==> src/rtl/raccoon_sram_target_if.sv <==
// Raccoon ring + local SRAM port bundle for the raccoon_sram_target node.
// The slave modport is the target's view; master is the surrounding ring/SRAM.
interface raccoon_sram_target_if #(
  parameter int unsigned SIZE_LOG2 = 12
);
  localparam int unsigned RACC_W = 79;
  localparam int unsigned AW     = SIZE_LOG2 - 2;

  logic [RACC_W-1:0] RaccIn;
  logic [RACC_W-1:0] RaccOut;
  logic              SRAM_CE;
  logic              SRAM_WE;
  logic [3:0]        SRAM_BE;
  logic [AW-1:0]     SRAM_ADDR;
  logic [31:0]       SRAM_WDATA;
  logic [31:0]       SRAM_RDATA;

  modport slave (
    input  RaccIn,
    input  SRAM_RDATA,
    output RaccOut,
    output SRAM_CE,
    output SRAM_WE,
    output SRAM_BE,
    output SRAM_ADDR,
    output SRAM_WDATA
  );

  modport master (
    output RaccIn,
    output SRAM_RDATA,
    input  RaccOut,
    input  SRAM_CE,
    input  SRAM_WE,
    input  SRAM_BE,
    input  SRAM_ADDR,
    input  SRAM_WDATA
  );
endinterface

==> src/rtl/raccoon_sram_target.sv <==
// Raccoon ring target: claims requests in [ADDR_BASE, ADDR_BASE + 2^SIZE_LOG2),
// performs them on a local single-port SRAM and injects an ack response.
// Everything else (and hits arriving while busy) is forwarded unchanged.
// Optional: RACCOON_TARGET_FASTWR_EN acknowledges write hits in their own slot.
module raccoon_sram_target #(
  parameter logic [31:0] ADDR_BASE = 32'h0001_0000,
  parameter int unsigned SIZE_LOG2 = 12
) (
  input  logic                  CLK,
  input  logic                  RST,
  raccoon_sram_target_if.slave  bus
);

  localparam int unsigned RACC_W = 79;
  localparam int unsigned AW     = SIZE_LOG2 - 2;

  localparam logic [1:0] ST_IDLE    = 2'd0;
  localparam logic [1:0] ST_ACCESS  = 2'd1;
  localparam logic [1:0] ST_CAPTURE = 2'd2;
  localparam logic [1:0] ST_RESP    = 2'd3;

  logic [1:0]        state, state_n;
  logic [RACC_W-1:0] racc_in;
  logic [RACC_W-1:0] racc_out, racc_out_n;
  logic              sram_ce, sram_ce_n;
  logic              sram_we, sram_we_n;
  logic [3:0]        sram_be, sram_be_n;
  logic [AW-1:0]     sram_addr, sram_addr_n;
  logic [31:0]       sram_wdata, sram_wdata_n;

  // Latched transaction context for the response packet.
  logic              t_wr, t_wr_n;
  logic [7:0]        t_id, t_id_n;
  logic [3:0]        t_mask, t_mask_n;
  logic [31:0]       t_data, t_data_n;
  logic [31:0]       t_addr, t_addr_n;

  logic in_valid, in_wr, in_ack, hit;

  assign in_valid = racc_in[78];
  assign in_wr    = racc_in[77];
  assign in_ack   = racc_in[76];
  assign hit      = in_valid & ~in_ack &
                    (racc_in[31:SIZE_LOG2] == ADDR_BASE[31:SIZE_LOG2]);

  assign bus.RaccOut    = racc_out;
  assign bus.SRAM_CE    = sram_ce;
  assign bus.SRAM_WE    = sram_we;
  assign bus.SRAM_BE    = sram_be;
  assign bus.SRAM_ADDR  = sram_addr;
  assign bus.SRAM_WDATA = sram_wdata;

  // Register ring input, outputs, transaction context and FSM state.
  always_ff @(posedge CLK or posedge RST) begin
    if (RST) begin
      state      <= ST_IDLE;
      racc_in    <= '0;
      racc_out   <= '0;
      sram_ce    <= 1'b0;
      sram_we    <= 1'b0;
      sram_be    <= 4'h0;
      sram_addr  <= '0;
      sram_wdata <= 32'h0;
      t_wr       <= 1'b0;
      t_id       <= 8'h0;
      t_mask     <= 4'h0;
      t_data     <= 32'h0;
      t_addr     <= 32'h0;
    end else begin
      state      <= state_n;
      racc_in    <= bus.RaccIn;
      racc_out   <= racc_out_n;
      sram_ce    <= sram_ce_n;
      sram_we    <= sram_we_n;
      sram_be    <= sram_be_n;
      sram_addr  <= sram_addr_n;
      sram_wdata <= sram_wdata_n;
      t_wr       <= t_wr_n;
      t_id       <= t_id_n;
      t_mask     <= t_mask_n;
      t_data     <= t_data_n;
      t_addr     <= t_addr_n;
    end
  end

  // Next-state and next-output decode; default is to forward the slot.
  always_comb begin
    state_n      = state;
    racc_out_n   = in_valid ? racc_in : '0;
    sram_ce_n    = 1'b0;
    sram_we_n    = sram_we;
    sram_be_n    = sram_be;
    sram_addr_n  = sram_addr;
    sram_wdata_n = sram_wdata;
    t_wr_n       = t_wr;
    t_id_n       = t_id;
    t_mask_n     = t_mask;
    t_data_n     = t_data;
    t_addr_n     = t_addr;

    case (state)
      ST_IDLE: begin
        if (hit) begin
          sram_ce_n    = 1'b1;
          sram_we_n    = in_wr;
          sram_be_n    = in_wr ? racc_in[67:64] : 4'hF;
          sram_addr_n  = AW'(racc_in[SIZE_LOG2-1:2]);
          sram_wdata_n = racc_in[63:32];
          t_wr_n       = in_wr;
          t_id_n       = racc_in[75:68];
          t_mask_n     = racc_in[67:64];
          t_data_n     = racc_in[63:32];
          t_addr_n     = racc_in[31:0];
          racc_out_n   = '0;
          state_n      = ST_ACCESS;
`ifdef RACCOON_TARGET_FASTWR_EN
          // Write hit turns into its own ack in place; no slot is consumed.
          if (in_wr) begin
            racc_out_n     = racc_in;
            racc_out_n[76] = 1'b1;
            state_n        = ST_IDLE;
          end
`endif
        end
      end
      ST_ACCESS: begin
        state_n = t_wr ? ST_RESP : ST_CAPTURE;
      end
      ST_CAPTURE: begin
        t_data_n = bus.SRAM_RDATA;
        state_n  = ST_RESP;
      end
      ST_RESP: begin
        // Pass-through traffic keeps the slot; inject on the first empty one.
        if (!in_valid) begin
          racc_out_n = {1'b1, t_wr, 1'b1, t_id, t_mask, t_data, t_addr};
          state_n    = ST_IDLE;
        end
      end
      default: begin
        state_n = ST_IDLE;
      end
    endcase
  end

endmodule

==> src/flat_wrapper.sv <==
// flat-port wrapper written by rule: the top's interface ports become plain ports
module raccoon_sram_target_flat 
#(
  parameter logic [31:0] ADDR_BASE = 32'h0001_0000,
  parameter int unsigned SIZE_LOG2 = 12
)
  (CLK, RST, bus_RaccIn, bus_SRAM_RDATA, bus_RaccOut, bus_SRAM_CE, bus_SRAM_WE, bus_SRAM_BE, bus_SRAM_ADDR, bus_SRAM_WDATA);
  raccoon_sram_target_if #(.SIZE_LOG2(SIZE_LOG2)) bus_i ();
  input  logic CLK;
  input  logic RST;
  input wire logic [$bits(bus_i.RaccIn)-1:0] bus_RaccIn;
  input wire logic [$bits(bus_i.SRAM_RDATA)-1:0] bus_SRAM_RDATA;
  output wire logic [$bits(bus_i.RaccOut)-1:0] bus_RaccOut;
  output wire logic [$bits(bus_i.SRAM_CE)-1:0] bus_SRAM_CE;
  output wire logic [$bits(bus_i.SRAM_WE)-1:0] bus_SRAM_WE;
  output wire logic [$bits(bus_i.SRAM_BE)-1:0] bus_SRAM_BE;
  output wire logic [$bits(bus_i.SRAM_ADDR)-1:0] bus_SRAM_ADDR;
  output wire logic [$bits(bus_i.SRAM_WDATA)-1:0] bus_SRAM_WDATA;
  assign bus_i.RaccIn = bus_RaccIn;
  assign bus_i.SRAM_RDATA = bus_SRAM_RDATA;
  assign bus_RaccOut = bus_i.RaccOut;
  assign bus_SRAM_CE = bus_i.SRAM_CE;
  assign bus_SRAM_WE = bus_i.SRAM_WE;
  assign bus_SRAM_BE = bus_i.SRAM_BE;
  assign bus_SRAM_ADDR = bus_i.SRAM_ADDR;
  assign bus_SRAM_WDATA = bus_i.SRAM_WDATA;
  raccoon_sram_target #(.ADDR_BASE(ADDR_BASE), .SIZE_LOG2(SIZE_LOG2)) u_core (.CLK(CLK), .RST(RST), .bus(bus_i));
endmodule
==> config.mk <==
export PLATFORM = sky130hd
export DESIGN_NAME = raccoon_sram_target_flat
export DESIGN_NICKNAME = d
export VERILOG_FILES = /design/src/rtl/raccoon_sram_target_if.sv /design/src/rtl/raccoon_sram_target.sv /design/src/flat_wrapper.sv
export SDC_FILE = /design/constraint.sdc
export NUM_CORES = 1
export LEC_CHECK = 0
export CORE_MARGIN = 2
export CORE_UTILIZATION = 55
export DETAILED_ROUTE_END_ITERATION = 7
export PLACE_DENSITY_LB_ADDON = 0.25
export SYNTH_ARGS = -nofsm -noshare
export SYNTH_HDL_FRONTEND = slang
export SYNTH_SLANG_ARGS = --single-unit
==> constraint.sdc <==
create_clock -name CLK -period 14.72 [get_ports CLK]
set_clock_uncertainty 0.1 [all_clocks]
set_input_delay 1.472 -clock CLK [delete_from_list [all_inputs] [get_ports CLK]]
set_output_delay 1.472 -clock CLK [all_outputs]
set_load 0.01 [all_outputs]
==> flow_metrics.py <==
metrics = {
    "synth": {
        "synth-seq-area-share_pct": 62.8,
        "number_of_different_library_cells_in_the_post_synthesis_netlist": 37,
        "synth_cells": 909,
        "cell_types_with_the_highest_counts_after_synthesis": "274 x sky130_fd_sc_hd__dfrtp_1, 79 x sky130_fd_sc_hd__inv_1, 77 x sky130_fd_sc_hd__a21oi_1, 74 x sky130_fd_sc_hd__nand2_1, 65 x sky130_fd_sc_hd__a2111oi_0",
        "yosys-top-cells-area": "sky130_fd_sc_hd__dfrtp_1 63%, sky130_fd_sc_hd__mux2_2 6.0%, sky130_fd_sc_hd__a2111oi_0 5.2%",
        "synth.largest_area_cell": "sky130_fd_sc_hd__dfrtp_1",
        "synth.net_count": 1026,
        "ys_dominant_reg_cell": "sky130_fd_sc_hd__dfrtp_1",
        "portion_of_synthesized_cell_area_occupied_by_the_leading_cell_type_pct": 62.8,
        "synth_area_per_inst_sq_um": 12.0,
        "synth_enable_flop_cells": 0,
        "warnings_from_yosys": 0,
        "async_reset_ff_share_pct": 100,
        "post-synth-top-count-cell": "sky130_fd_sc_hd__dfrtp_1",
        "mappedNetlistArea_sq_mm": 0.0109,
        "ys_ff_latch": 274,
    },
    "cts": {
        "cts-root-buf": "sky130_fd_sc_hd__clkbuf_16",
        "clk_latency_ns": 0.54,
        "tritoncts": "yes",
        "cts_max_level": 1,
        "cts_hold_repair.buffers": 0,
        "cts_inserted_buffers": 28,
        "post-cts-setup-buffer-count": 0,
        "cts_resized": 0,
        "cts.path.max_buffers": 3,
        "cts.clk_slew.worst_paths_ns": 0.06,
        "cts_num_sinks": 274,
    },
    "placed_design": {
        "gp_congestion": 0.766,
        "half_perimeter_wire_length_after_detailed_placement_mm": 15.5,
        "pre_cts_ws_ns": 10.81,
        "port-buffer-count": 239,
    },
    "worst_setup_path": {
        "r2r_slack_ns": 11.07,
        "cpMaxStageDelayCell": "sky130_fd_sc_hd__dfrtp_4",
        "worstPathCellList": "nor2b_1 -> nand4_4 -> o21ai_2 -> nor3b_4 -> buf_4 -> a2111oi_0",
        "critical_path.startpoint_type": "flop",
        "worst_ep_arrival_time_ns": 3.88,
        "criticalPathCategory": "reg2reg",
        "cp.required_ns": 14.95,
        "worst_setup_path_end_kind": "flop",
        "timing.critical_path.max_delay_family": "simple AND/OR/NAND/NOR gates",
        "cpPeakStageDelay_ns": 0.80,
        "crit_path_max_fanout": 76,
        "critical_path.n_buffers_inverters": 1,
    },
    "floorplanning": {
        "chipHeight_um": 145,
        "initial_core_util_pct": 56.1,
        "die_w_um": 145,
        "fp-row-count": 51,
        "die-area_sq_mm": 0.0210,
        "ioPinCount": 240,
        "core_area_sq_mm": 0.0195,
    },
    "timing": {
        "fin_tns_setup_ns": 0,
        "finalMaxSlewViolations": 0,
        "report.final.hold_viol_count": 0,
        "final.setup.worst_slack_ns": 11.07,
        "grt_setup_unrepaired": "no",
        "worst_slew_pin_slew_ns": 1.10,
        "timing.final.setup_violations": 0,
        "fmax_mhz": 274,
        "post-route-min-period_ns": 3.65,
        "layout_worst_path_cycle_share_pct": 24.8,
        "slew_headroom_pct": 26.7,
    },
    "grt": {
        "grt-ovfl-total": 0,
        "global_route.usage.total_pct": 24.7,
        "grt_max_degree": 122,
        "first_global_vias": 7753,
        "grt_use_met1_pct": 34.8,
        "grt_use_met2_pct": 38.5,
        "antenna_found_initial": 0,
        "grt_pass1_wl_mm": 42.2,
        "met3_track_demand_over_resource_in_global_routing_pct": 5.91,
        "grt_most_used_layer": "met2",
    },
    "power": {
        "powerDensity_mw_per_mm2": 176,
        "total_leakage_power_uw": 0.00650,
        "max-vdd-ir-drop_uv": 147,
    },
    "hold_path": {
        "hold_path_class": "reg2reg",
    },
    "finish": {
        "insertedDiodeCount": 0,
        "drive_above_1_share_pct": 11.3,
        "final_nets": 1213,
        "synthToLayoutAreaGrowth_pct": 30.7,
    },
    "detailed_routing": {
        "first_pass_iters": 5,
        "drt_first_iter_violations": 571,
        "routed-via-count": 7929,
        "routed_wire_length_per_instance_um": 19.3,
        "antenna_left": 0,
        "vias_per_cell": 5.74,
        "totalWireLength_mm": 26.6,
        "post-route-drc-count": 0,
    },
    "run": {
        "cap_viol_max_count": 0,
    },
    "outcome": {
        "result_of_the_run": "finished clean",
    },
}
[worst paths after layout]
kind / start / to / cells after the start
min in group asynchronous: RST / u_core.bus.RaccOut[7] / 2
min reg2reg: u_core.t_addr[16] / u_core.t_addr[16] / 1
max: u_core.racc_in[78] / u_core.bus.RaccOut[58] / 6
min: u_core.t_addr[16] / u_core.t_addr[16] / 1
max reg2reg: u_core.racc_in[78] / u_core.bus.RaccOut[58] / 6
max in group asynchronous: RST / u_core.bus.RaccOut[69] / 3
[cell families after synthesis]
| kind of cell | count (synthesis) | synth area share [%] |
|---|---|---|
| buffers and inverters | 170 | 6.45 |
| multiplexers | 94 | 9.33 |
| AO/OA/AOI/OAI | 220 | 14.4 |
| flip-flops | 274 | 62.8 |
| AND/OR/NAND/NOR | 147 | 6.63 |
| adder cells (fa/ha/maj) | 4 | 0.458 |
[registers in the layout (all words and copies together), names as in the netlist]
name	cells
u_core.bus.RaccOut	79
u_core.racc_in	79
u_core.bus.SRAM_WDATA	32
u_core.t_addr	32
u_core.t_data	32
u_core.t_id	8
u_core.bus.SRAM_BE	4
u_core.t_mask	4
u_core.state	2
u_core.bus.SRAM_CE	1
u_core.t_wr	1
[area by class of cell]
cell class,count,area [sq um]
clock inverter,11,108
sequential,274,6860
timing repair buffer,247,2450
tap,265,332
multi-input combinational,465,3410
fill,1319,5190
inverter,80,308
clock buffer,39,803
[worst reg2reg max path, cell delays in order, from the launching register on]
cell	delay, ns
sky130_fd_sc_hd__dfrtp_4	0.80
sky130_fd_sc_hd__nor2b_1	0.36
sky130_fd_sc_hd__nand4_4	0.59
sky130_fd_sc_hd__o21ai_2	0.43
sky130_fd_sc_hd__nor3b_4	0.21
sky130_fd_sc_hd__buf_4	0.65
sky130_fd_sc_hd__a2111oi_0	0.32
[cell usage in the layout (no fill, tap or decap), drive strengths merged, types with 2 or more instances in the layout]
master	instances
clkbuf	39
nor2	6
dfrtp	274
a31oi	33
bufinv	2
mux2i	32
ha	4
inv	80
a2111oi	75
clkdlybuf4s50	239
nor3	2
mux2	62
a21oi	77
o32ai	31
and2	19
nor3b	2
nor4	5
buf	8
clkinv	8
nand2	75
nand3	33
[layer usage]
layer	vias to the layer above	routed length, um
met4	0	809
met5	-	0
li1	3627	-
met3	51	1870
met2	278	12500
met1	3973	11400
[per-stage QoR]
stage	total power [uW]	instances	util (%)	hold WS, ns	cell area [sq um]
floorplan	1480	909	-	0.335	10900
CTS	2530	1381	73.3	0.371	14300
global placement	1800	1331	68.7	0.354	13400
detailed placement	1830	1331	68.7	0.356	13400
global route	2640	1381	73.3	0.397	14300
finish	2520	1381	73.3	0.372	14300
[where the power goes]
group	leakage (uW)	internal (uW)	switching, uW
Sequential	0.00352	898	77.8
Clock	0.000453	413	283
Combinational	0.00252	359	486
Total	0.00650	1670	847
Note: power is estimated with default switching activity, not from simulation.
